$ cat src/rtl/mem_arbiter_pkg.sv
// ============================================================================
//  Module  : mem_arbiter_pkg
//  Brief   : Shared rw_flag encodings and arbiter FSM state type.
//  Revision: 1.0  initial release
// ============================================================================
`default_nettype none

package mem_arbiter_pkg;

   localparam logic [1:0] c_rw_idle  = 2'b00;
   localparam logic [1:0] c_rw_read  = 2'b01;
   localparam logic [1:0] c_rw_write = 2'b10;

   typedef enum logic [1:0] {
      ARB_IDLE  = 2'd0,
      ARB_ISSUE = 2'd1,
      ARB_RESP  = 2'd2
   } arb_state_t;

   // 2'b11 is not a legal request and must never win arbitration.
   function automatic logic rw_pending(input logic [1:0] rw);
      return (rw == c_rw_read) || (rw == c_rw_write);
   endfunction

endpackage

`default_nettype wire

$ cat src/rtl/mem_arbiter_rr.sv
// ============================================================================
//  Module  : mem_arbiter_rr
//  Brief   : Two-way round-robin grant selection, purely combinational.
//  Revision: 1.0  initial release
// ============================================================================
`default_nettype none

module mem_arbiter_rr (
   input  logic [1:0] i_pending,
   input  logic       i_last_grant,
   output logic       o_grant,
   output logic       o_any
);

   assign o_any = |i_pending;

   // On a tie the channel that did not win last time goes next.
   always_comb begin
      o_grant = i_pending[1];
      if (&i_pending) begin
         o_grant = ~i_last_grant;
      end
   end

endmodule

`default_nettype wire

$ cat src/rtl/mem_arbiter.sv
// ============================================================================
//  Module  : mem_arbiter
//  Brief   : Serialises the D-cache (ch0) and I-cache (ch1) onto one RAM port.
//  Revision: 1.0  initial release
// ============================================================================
`default_nettype none

module mem_arbiter
   import mem_arbiter_pkg::*;
#(
   parameter int   ADDR_W      = 32,
   parameter int   DATA_W      = 32,
   parameter logic FIRST_GRANT = 1'b0
) (
   input  logic                clk,
   input  logic                rst,
   input  logic [3:0]          mem_rwe_i,
   input  logic [2*ADDR_W-1:0] mem_addr_i,
   input  logic [2*DATA_W-1:0] mem_data_i,
   input  logic [7:0]          mem_sel_i,
   output logic [2*DATA_W-1:0] mem_data_o,
   output logic [1:0]          mem_busy_o,
   output logic [1:0]          mem_done_o,
   output logic                ram_req_o,
   output logic                ram_we_o,
   output logic [ADDR_W-1:0]   ram_addr_o,
   output logic [DATA_W-1:0]   ram_wdata_o,
   output logic [3:0]          ram_wmask_o,
   input  logic [DATA_W-1:0]   ram_rdata_i,
   input  logic                ram_ack_i
);

   logic [1:0]        w_pending;
   logic [1:0]        w_is_write;
   logic [ADDR_W-1:0] w_addr  [2];
   logic [DATA_W-1:0] w_wdata [2];
   logic [3:0]        w_sel   [2];
   logic              w_grant;
   logic              w_any;

   arb_state_t        r_state;
   logic              r_last_grant;
   logic              r_grant;
   logic              r_req;
   logic              r_we;
   logic [ADDR_W-1:0] r_addr;
   logic [DATA_W-1:0] r_wdata;
   logic [3:0]        r_wmask;
   logic [DATA_W-1:0] r_rdata [2];
   logic [1:0]        r_done;

   for (genvar c = 0; c < 2; c++) begin : g_ch
      assign w_pending[c]  = rw_pending(mem_rwe_i[2*c +: 2]);
      assign w_is_write[c] = (mem_rwe_i[2*c +: 2] == c_rw_write);
      assign w_addr[c]     = mem_addr_i[c*ADDR_W +: ADDR_W];
      assign w_wdata[c]    = mem_data_i[c*DATA_W +: DATA_W];
      assign w_sel[c]      = mem_sel_i[4*c +: 4];
      assign mem_data_o[c*DATA_W +: DATA_W] = r_rdata[c];
   end

   mem_arbiter_rr u_rr (
      .i_pending    (w_pending),
      .i_last_grant (r_last_grant),
      .o_grant      (w_grant),
      .o_any        (w_any)
   );

   // Busy follows rw_flag combinationally; forced low while reset is held.
   assign mem_busy_o  = w_pending & ~r_done & {2{rst}};
   assign mem_done_o  = r_done;
   assign ram_req_o   = r_req;
   assign ram_we_o    = r_we;
   assign ram_addr_o  = r_addr;
   assign ram_wdata_o = r_wdata;
   assign ram_wmask_o = r_wmask;

   always_ff @(posedge clk or negedge rst) begin
      if (!rst) begin
         r_state      <= ARB_IDLE;
         r_last_grant <= ~FIRST_GRANT;
         r_grant      <= 1'b0;
         r_req        <= 1'b0;
         r_we         <= 1'b0;
         r_addr       <= '0;
         r_wdata      <= '0;
         r_wmask      <= '0;
         r_done       <= '0;
         for (int c = 0; c < 2; c++) begin
            r_rdata[c] <= '0;
         end
      end else begin
         case (r_state)
            ARB_IDLE: begin
               r_done <= '0;
               if (w_any) begin
                  r_grant      <= w_grant;
                  r_last_grant <= w_grant;
                  r_we         <= w_is_write[w_grant];
                  r_addr       <= w_addr[w_grant];
                  r_wdata      <= w_wdata[w_grant];
                  r_wmask      <= w_sel[w_grant];
                  r_req        <= 1'b1;
                  r_state      <= ARB_ISSUE;
               end
            end
            ARB_ISSUE: begin
               if (ram_ack_i) begin
                  r_req           <= 1'b0;
                  r_done[r_grant] <= 1'b1;
                  if (!r_we) begin
                     r_rdata[r_grant] <= ram_rdata_i;
                  end
                  r_state <= ARB_RESP;
               end
            end
            ARB_RESP: begin
               r_done  <= '0;
               r_state <= ARB_IDLE;
            end
            default: begin
               r_req   <= 1'b0;
               r_done  <= '0;
               r_state <= ARB_IDLE;
            end
         endcase
      end
   end

endmodule

`default_nettype wire

$ cat config.mk
export PLATFORM = sky130hd
export DESIGN_NAME = mem_arbiter
export DESIGN_NICKNAME = d
export VERILOG_FILES = /design/src/rtl/mem_arbiter_pkg.sv /design/src/rtl/mem_arbiter_rr.sv /design/src/rtl/mem_arbiter.sv
export SDC_FILE = /design/constraint.sdc
export NUM_CORES = 1
export LEC_CHECK = 0
export ABC_AREA = 1
export ABC_CLOCK_PERIOD_IN_PS = 2300
export CAP_MARGIN = 10
export CORE_MARGIN = 2
export CORE_UTILIZATION = 46
export CTS_BUF_LIST = sky130_fd_sc_hd__clkbuf_8
export CTS_CLUSTER_SIZE = 12
export DETAILED_ROUTE_END_ITERATION = 10
export PLACE_DENSITY_LB_ADDON = 0.25
export SYNTH_ARGS = -nofsm -noshare
export SYNTH_HDL_FRONTEND = slang
export SYNTH_SLANG_ARGS = --single-unit
$ cat constraint.sdc
create_clock -name clk -period 2.3 [get_ports clk]
set_input_delay 0.46 -clock clk [delete_from_list [all_inputs] [get_ports clk]]
set_output_delay 0.46 -clock clk [all_outputs]
set_load 0.05 [all_outputs]
# Yosys cells after proc, flatten, opt, wreduce, memory -nomap -nowiden
# Cells that the tools add are included.
# classes
reduce_logical,11
n_bitwise,9
magnitude_cmp,6
n_eq_ne,8
n_mux,25
# ops
operator,count
$mux W32,7
$bwmux W64,1
$demux W32 S1,1
$mux W4,3
$mux W2,4
$eq A2 B1 Y1 const B,3
$eq A2 B2 Y1 const B,3
$mux W1,6
$reduce_and A2 Y1,3
$reduce_and A3 Y1,2
$and A2 B2 Y2,2
$ge A2 B2 Y1 const B,2
$lt A1 B2 Y1 const B,2
$not A1 Y2,2
$pmux W2 S2,1
$not A1 Y1,3
$pmux W1 S3,1
$logic_and A1 B1 Y1,2
$logic_not A2 Y1,1
$logic_or A1 B1 Y1,2
$lt A2 B1 Y1 const B,1
$ne A2 B1 Y1 const B,1
$ne A2 B2 Y1 const B,1
$not A2 Y2,1
other kinds (4),4
# totals
word_cells,70
out_inout_bits,138
inputBits,175
register_bits,140

# Depth between registers and ports, before layout
# Gate-level depths: netlist (run 1).
# logic_depth
word_depth,8
mapped_depth,10
depth_no_buf,8

# By module
# Synthesis (run 1) repeated with hierarchy kept, for this count alone.
# unflattened
hier_cells,836
hier_area_um2,6556.3
# by_module_without_submodules
mod,area_each_um2,instances,cells_per_inst,seq_area_each_um2
mem_arbiter,6541.3,1,833,3504.6
mem_arbiter_rr,15.0,1,3,0.0

# Worst setup path before layout (run 1)
# No wires, ideal clock.
# synth_path
path_type,in2out
from,input mem_rwe_i[2]
to,output mem_busy_o[1]
required_ns,1.840
path_buffers,0
arrival_time_ns,1.911
cell_stages,3
slack_ns,-0.071
path_cell_list,inv_1 -> ha_1 -> nor3_1
# synth_via
elab_chain_len,4
elab_cells_between_ends,5
classes_between,eq/ne (2); bitwise (2); reduce/logical (1)
# synth_lines
item,line,rtl
start: declaration,mem_arbiter.sv:17,"input logic [3:0] mem_rwe_i,"
$eq A2 B1 Y1 or $eq A2 B2 Y1 (tied branches),mem_arbiter_pkg.sv:22,return (rw == c_rw_read) || (rw == c_rw_write);
$logic_or A1 B1 Y1 (*),mem_arbiter_pkg.sv:22,
$and A2 B2 Y2 (*) (2 in a row),mem_arbiter.sv:69,assign mem_busy_o = w_pending & ~r_done & {2{rst}};
end: declaration,mem_arbiter.sv:22,"output logic [1:0] mem_busy_o,"
# Every way passes the cells marked *; elsewhere a longest branch is shown, timed or not.

# Worst setup path after layout (run 1)
# layout_path
from,input mem_rwe_i[0]
to,output mem_busy_o[0]
# Same word-level chain as after synthesis.

==> impl_table.tex, run 1 <==
\begin{tabular}{lr}
\hline
Metric & Value \\
\hline
\multicolumn{2}{l}{\textbf{Run status}} \\
Result of the run & finished, final reports clean \\
\multicolumn{2}{l}{\textbf{Synthesis}} \\
Async set or reset register ratio after synthesis & 1.00 \\
Synthesized instance count & 910 \\
Post-synth EDFFs & 0 \\
Flip-flop and latch count after synthesis & 140 \\
Count of cell types in the netlist & 17 \\
Largest area contributor in the synthesized netlist & sky130\_fd\_sc\_hd\_\_dfrtp\_1 \\
Post-Syn Nets & approximately 1100 \\
Warnings from Yosys & 0 \\
Most used flip-flop cell after synthesis & sky130\_fd\_sc\_hd\_\_dfrtp\_1 \\
Synth area leaders & sky130\_fd\_sc\_hd\_\_dfrtp\_1 (51\%), sky130\_fd\_sc\_hd\_\_nand2\_1 (19\%), sky130\_fd\_sc\_hd\_\_nand3\_1 (15\%) \\
Fraction of post-synthesis cell area in the top cell type by area & 0.514 \\
Area of the mapped netlist & 6770 sq um \\
Proportion of synthesized chip area in sequential cells & 0.518 \\
Most frequent cells after synthesis & sky130\_fd\_sc\_hd\_\_nand2\_1 (349), sky130\_fd\_sc\_hd\_\_nand3\_1 (206), sky130\_fd\_sc\_hd\_\_inv\_1 (146) \\
Most frequent cell after synthesis & sky130\_fd\_sc\_hd\_\_nand2\_1 \\
Average instance area after synthesis & 7.44 sq um \\
\multicolumn{2}{l}{\textbf{Drt}} \\
Remaining antenna violation count after routing & 0 \\
Via count & 6887 \\
Average wire length per cell after detail routing & $\sim$15 microns \\
First-iteration detailed-routing DRC count & 451 \\
Detailed-router iteration count before antenna repair & 5 \\
Remaining DRCs & 0 \\
Via-per-instance ratio & 4.92 \\
DRT Wirelength & roughly 21000 microns \\
\multicolumn{2}{l}{\textbf{Finish}} \\
Layout net count & around 1400 \\
Growth of design area from synthesis to finish & 54.0\% \\
Count of filler cells inserted in the layout & 1177 \\
Fraction of layout cells with a size suffix above 1 & 0.0493 \\
Layout Utilization & 0.720 \\
Sequential cell area & 3500 sq um \\
Diodes inserted & 0 \\
Design area & 10400 sq um \\
Area used by multi-input combinational logic & between 2000 and 2500 sq um \\
Final instance count without filler cells & 1400 \\
\multicolumn{2}{l}{\textbf{Placed design}} \\
Final GP Congestion & around 0.8 \\
Worst slack at placement & 0.0810 ns \\
Buffers on Ports & 312 \\
Total cell area at the placement stage & roughly 10000 sq um \\
Placed cell count & 1369 \\
Placed wire-length estimate & 14600 microns \\
\multicolumn{2}{l}{\textbf{Clock network}} \\
Clock root cell & sky130\_fd\_sc\_hd\_\_clkbuf\_8 \\
Setup Buffers After CTS & 0 \\
Clock tree from TritonCTS & done \\
Count of cells resized by post-cts repair & 0 \\
Number of buffers inserted during clock tree synthesis & 17 \\
Clock insertion delay at the later pin of the skew report & 0.44 ns \\
Hold buffer count at CTS & 0 \\
Maximum buffer depth of the clock tree & 2 \\
Number of clock sinks seen by CTS & 140 \\
Clock transition time at the flip-flop clock pins of the worst setup and hold paths & 0.07 ns \\
Clock H-tree levels & 4 \\
\multicolumn{2}{l}{\textbf{Power and ir drop}} \\
Standby leakage power & 0.00552 uW \\
Power density cells & 1510 nW/um\^{}2 \\
Peak supply drop & 874 uV \\
\multicolumn{2}{l}{\textbf{Timing}} \\
Share of the clock period used by the worst path & 0.965 \\
Count of final max-slew check failures & 0 \\
Final Hold Vio Count & 0 \\
RSZ-0062 raised after global routing & no \\
Period minus WS final & roughly 2.2 ns \\
Final setup margin & around 0.08 ns \\
Final setup violating endpoints & 0 \\
Actual transition at the worst max-transition pin & 0.794 ns \\
Post-Route Skew & 0.00607 ns \\
Total negative setup slack & 0 ns \\
Tightest slew margin relative to the limit & 0.471 \\
Peak clock frequency supported by timing & 0.451 GHz \\
\multicolumn{2}{l}{\textbf{Floorplan}} \\
IO Count & 313 \\
Initial standard-cell utilization of the core & 0.468 \\
Placeable core region & 14500 sq um \\
Core Rows & 44 \\
Die Area & 15700 sq um \\
Die Wd & 125 microns \\
Die Y-Extent & 125 microns \\
\multicolumn{2}{l}{\textbf{Global routing}} \\
Pin count of the biggest net entering global routing & $\sim$140 \\
Wire length of the first global-routing pass & 33500 microns \\
Met2 routing resource usage after global routing & 0.450 \\
Global routing usage on met3 & 0.0693 \\
Overall fraction of global-route tracks in use & 0.267 \\
GR Util met1 & 0.337 \\
Overflow after GRT & 0 \\
Initial antenna violation count & 0 \\
Number of global-route vias before repair & 6523 \\
Most utilized layer in the global route result & met2 \\
\multicolumn{2}{l}{\textbf{Run}} \\
Total of max-cap violations & 0 \\
\multicolumn{2}{l}{\textbf{Critical path}} \\
R2r setup slk & 0.86 ns \\
Worst path arrival time & approximately 1.8 ns \\
Worst Path Required & 1.84 ns \\
Worst Setup End Kind & output pin \\
Worst setup SP type & input port \\
Worst Path Max Fanout & 3 \\
Setup CP Type & in2out \\
\multicolumn{2}{l}{\textbf{Min path}} \\
Worst min-delay path category & in2async \\
\hline
\end{tabular}
## worst paths after layout
check                      cells past startpoint            from        endpoint
setup / recovery                               5    mem_rwe_i[0]   mem_busy_o[0]
hold / removal                                 2             rst  mem_data_o[10]
setup reg to reg                               5         r_grant  mem_data_o[39]
hold reg to reg                                2  mem_data_o[62]  mem_data_o[62]
max in group asynchronous                      2             rst  ram_wmask_o[3]
min in group clk                               2  mem_data_o[62]  mem_data_o[62]
## state kept, by name, summed over array words and instances, names as in the netlist
name          count
ram_wdata_o      32
ram_we_o          1
ram_addr_o       32
r_state           2
r_last_grant      1
mem_done_o        2
ram_req_o         1
mem_data_o       64
r_grant           1
ram_wmask_o       4
## per-layer routing
metal / up-vias / share of wire
met3: 35 / 0.085
met5: - / 0
li1: 3347 / -
met2: 289 / 0.49
met1: 3216 / 0.40
met4: 0 / 0.023
## cell usage in the layout (no fill, tap or decap)
cell type                         synthesis  routed
sky130_fd_sc_hd__nand2_1                349     348
sky130_fd_sc_hd__clkdlybuf4s50_1          0     308
sky130_fd_sc_hd__nand3_1                206     206
sky130_fd_sc_hd__inv_1                  146     149
sky130_fd_sc_hd__dfrtp_1                139     139
sky130_fd_sc_hd__clkbuf_8                 0      21
sky130_fd_sc_hd__buf_4                    1      12
sky130_fd_sc_hd__buf_12                   0       9
sky130_fd_sc_hd__clkinv_2                 0       5
sky130_fd_sc_hd__nand2_2                  2       3
sky130_fd_sc_hd__inv_2                    3       3
sky130_fd_sc_hd__nor3_2                   0       2
sky130_fd_sc_hd__nor2_1                   2       2
sky130_fd_sc_hd__o21ai_0                  2       2
sky130_fd_sc_hd__ha_1                     2       2
sky130_fd_sc_hd__clkinvlp_4               0       2
sky130_fd_sc_hd__nor2_4                   0       1
sky130_fd_sc_hd__buf_6                    8       1
sky130_fd_sc_hd__dfstp_2                  1       1
## cell type report
| cell class | instances | share of cell area |
|---|---|---|
| multi-input cells | 566 | 0.233 |
| clock buffers | 21 | 0.0277 |
| well taps | 184 | 0.0221 |
| clock inverters | 10 | 0.00492 |
| repair buffers | 330 | 0.323 |
| flip-flops and latches | 140 | 0.336 |
| inverters | 149 | 0.0536 |
## worst max-delay path, stage by stage
cell and delay [ns]:
sky130_fd_sc_hd__clkdlybuf4s50_1 0.46, sky130_fd_sc_hd__inv_1 0.04, sky130_fd_sc_hd__ha_1 0.35, sky130_fd_sc_hd__nor3_2 0.28, sky130_fd_sc_hd__buf_12 0.17
## cell families (layout without fill, tap and decap cells)
kind of cell | Yosys count | after routing | share of synthesized area
and+or+nand+nor | 562 | 562 | 0.351
AOI/OAI and AO/OA | 2 | 2 | 0.00148
DFF | 140 | 140 | 0.518
adders and majority gates | 2 | 2 | 0.00370
buffers and inverters | 204 | 510 | 0.126
## through the flow
stage | hold WS (ns) | total power (uW)
final | 0.118 | 15800
after global routing | 0.209 | 16600
after CTS | 0.186 | 15900
after detailed placement | 0.457 | 14100
after global placement | 0.452 | 14000
after floorplan | 0.164 | 10600
## report_power, final
group          total (uW)  switching, uW  internal, uW
logic                9720           6650          3080
clock network        1750            915           832
registers            4300            658          3650
Note: power is estimated with default switching activity, not from simulation.
==> inputs of run 2 (changes only) <==
Settings changed: CAP_MARGIN 10 to 40.
==> results of run 2 <==
Same layout as run 1: the final DEF is identical, and so are final timing and power.
==> inputs of run 3 (changes only) <==
Settings changed: CORE_MARGIN 2 to 1.5, REMOVE_ABC_BUFFERS from default to 1.
==> impl_table.tex, run 3 (synthesis results as in run 1) <==
\begin{tabular}{lr}
\hline
Metric & Value \\
\hline
\multicolumn{2}{l}{\textbf{Run status}} \\
Result of the run & finished, final reports clean \\
\multicolumn{2}{l}{\textbf{Run}} \\
Total of max-cap violations & 0 \\
\multicolumn{2}{l}{\textbf{Timing}} \\
Post-Route Skew & 0.0101 ns \\
Peak clock frequency supported by timing & around 0.45 GHz \\
RSZ-0062 raised after global routing & no \\
Share of the clock period used by the worst path & 0.967 \\
Final Hold Vio Count & 0 \\
Final setup margin & 0.0761 ns \\
Count of final max-slew check failures & 0 \\
Tightest slew margin relative to the limit & 0.508 \\
Period minus WS final & 2.22 ns \\
Final setup violating endpoints & 0 \\
Actual transition at the worst max-transition pin & 0.739 ns \\
Total negative setup slack & 0 ns \\
Worst hold slack & 0.143 ns \\
\multicolumn{2}{l}{\textbf{Floorplan}} \\
Die Y-Extent & 124 microns \\
Initial standard-cell utilization of the core & 0.469 \\
IO Count & 313 \\
Core Rows & 44 \\
Die Area & 15500 sq um \\
Placeable core region & 14400 sq um \\
Die Wd & 124 microns \\
\multicolumn{2}{l}{\textbf{Drt}} \\
Remaining antenna violation count after routing & 0 \\
Via-per-instance ratio & 4.88 \\
Via count & 6853 \\
Detailed-router iteration count before antenna repair & 5 \\
Average wire length per cell after detail routing & 15.0 microns \\
Remaining DRCs & 0 \\
First-iteration detailed-routing DRC count & 444 \\
DRT Wirelength & 21000 microns \\
\multicolumn{2}{l}{\textbf{Clock network}} \\
Clock tree from TritonCTS & done \\
Clock root cell & sky130\_fd\_sc\_hd\_\_clkbuf\_8 \\
Number of clock sinks seen by CTS & between 100 and 150 \\
Clock H-tree levels & 4 \\
Maximum buffer depth of the clock tree & 2 \\
Number of buffers inserted during clock tree synthesis & 17 \\
Clock transition time at the flip-flop clock pins of the worst setup and hold paths & 0.08 ns \\
Clock insertion delay at the later pin of the skew report & 0.46 ns \\
Hold buffer count at CTS & 0 \\
\multicolumn{2}{l}{\textbf{Critical path}} \\
Worst Setup End Kind & output pin \\
Worst path arrival time & 1.76 ns \\
Worst setup SP type & input port \\
Worst Path Max Fanout & 3 \\
Dominant delay contributor by cell family on the critical path & buffers and inverters \\
Worst Path Required & 1.84 ns \\
Number of buffers and inverters on the critical path & 4 \\
Slowest cell delay on critical path & 0.45 ns \\
Setup CP Type & in2out \\
Launch point of the worst path & mem\_rwe\_i[2] \\
CP max-delay cell & sky130\_fd\_sc\_hd\_\_clkdlybuf4s50\_1 \\
Ordered list of cells on the worst path & clkdlybuf4s50\_1 > inv\_1 > ha\_1 > nor3\_1 > buf\_4 > buf\_12 \\
Reg-to-reg startpoint & r\_grant \\
\multicolumn{2}{l}{\textbf{Min path}} \\
Worst min-delay path category & in2async \\
\multicolumn{2}{l}{\textbf{Finish}} \\
Diodes inserted & 0 \\
Layout net count & 1384 \\
Fraction of layout cells with a size suffix above 1 & 0.0516 \\
Most frequent cells in the layout & sky130\_fd\_sc\_hd\_\_nand2\_1 (348), sky130\_fd\_sc\_hd\_\_clkdlybuf4s50\_1 (309), sky130\_fd\_sc\_hd\_\_nand3\_1 (206) \\
Final instance count without filler cells & 1404 \\
Max FFs per register & 64 \\
Growth of design area from synthesis to finish & 55.1\% \\
Most common cell after layout, fill and taps aside & sky130\_fd\_sc\_hd\_\_nand2\_1 \\
\multicolumn{2}{l}{\textbf{Power and ir drop}} \\
Power density cells & 1530 nW/um\^{}2 \\
Peak supply drop & 934 uV \\
Standby leakage power & approximately 0.0056 uW \\
\multicolumn{2}{l}{\textbf{Global routing}} \\
Overall fraction of global-route tracks in use & 0.277 \\
Initial antenna violation count & 0 \\
Wire length of the first global-routing pass & 34200 microns \\
Pin count of the biggest net entering global routing & 141 \\
Number of global-route vias before repair & between 6000 and 7000 \\
Overflow after GRT & 0 \\
\multicolumn{2}{l}{\textbf{Placed design}} \\
Worst slack at placement & about 0.073 ns \\
Buffers on Ports & 312 \\
Final GP Congestion & 0.857 \\
Placed cell count & 1372 \\
Placed wire-length estimate & between 10000 and 15000 microns \\
\hline
\end{tabular}
[run 3: cell count changes in the layout (fill, tap and decap cells not counted), sizes merged, moves of 2 or more]
cell / before / now
buf: 22 / 24
clkinvlp: 2 / 4
bufinv: 0 / 3
clkbuf: 21 / 17
[run 3: worst paths after layout]
path,depth (start not counted),end,slack (ns)
max,6,mem_busy_o[1],0.08
min,2,mem_data_o[57],0.14
max reg2reg,5,mem_data_o[8],0.80
min reg2reg,2,mem_data_o[51],0.47
max in group asynchronous,2,ram_addr_o[7],1.62
min in group clk,2,mem_data_o[51],0.47
[run 3: power breakdown]
| part | internal [uW] | switching, uW |
|---|---|---|
| combinational | 3110 | 6680 |
| sequential | 3640 | 694 |
| clock | 1050 | 937 |
[run 3: repair_timing]
action	CTS	global route
resized for setup	0	1
setup endpoints to repair	0	1
buffers inserted	0	0
[run 3: cell type report]
type / count / area [sq um]
multi-input cells: 566 / 2420
well taps: 184 / 230
clock inverters: 15 / 158
fillers: 1142 / 3920
clock buffers: 17 / 234
flip-flops and latches: 140 / 3500
inverters: 149 / 559
repair buffers: 333 / 3390
[run 3: layer usage]
layer / vias to the layer above / share of wire / global-route usage
met4: 0 / 0.038 / 0.120
met5: - / 0 / 0
met1: 3195 / 0.41 / 0.343
li1: 3367 / - / -
met3: 57 / 0.063 / 0.0816
met2: 234 / 0.48 / 0.454
[run 3: through the flow]
stage	area [sq um]	power [uW]	util
6_report	10500	16100	0.728
5_1_grt	10500	17000	0.728
4_1_cts	10500	16200	0.728
3_5_place_dp	10100	14200	0.700
3_3_place_gp	10100	14000	0.700
2_1_floorplan	6480	10300	-
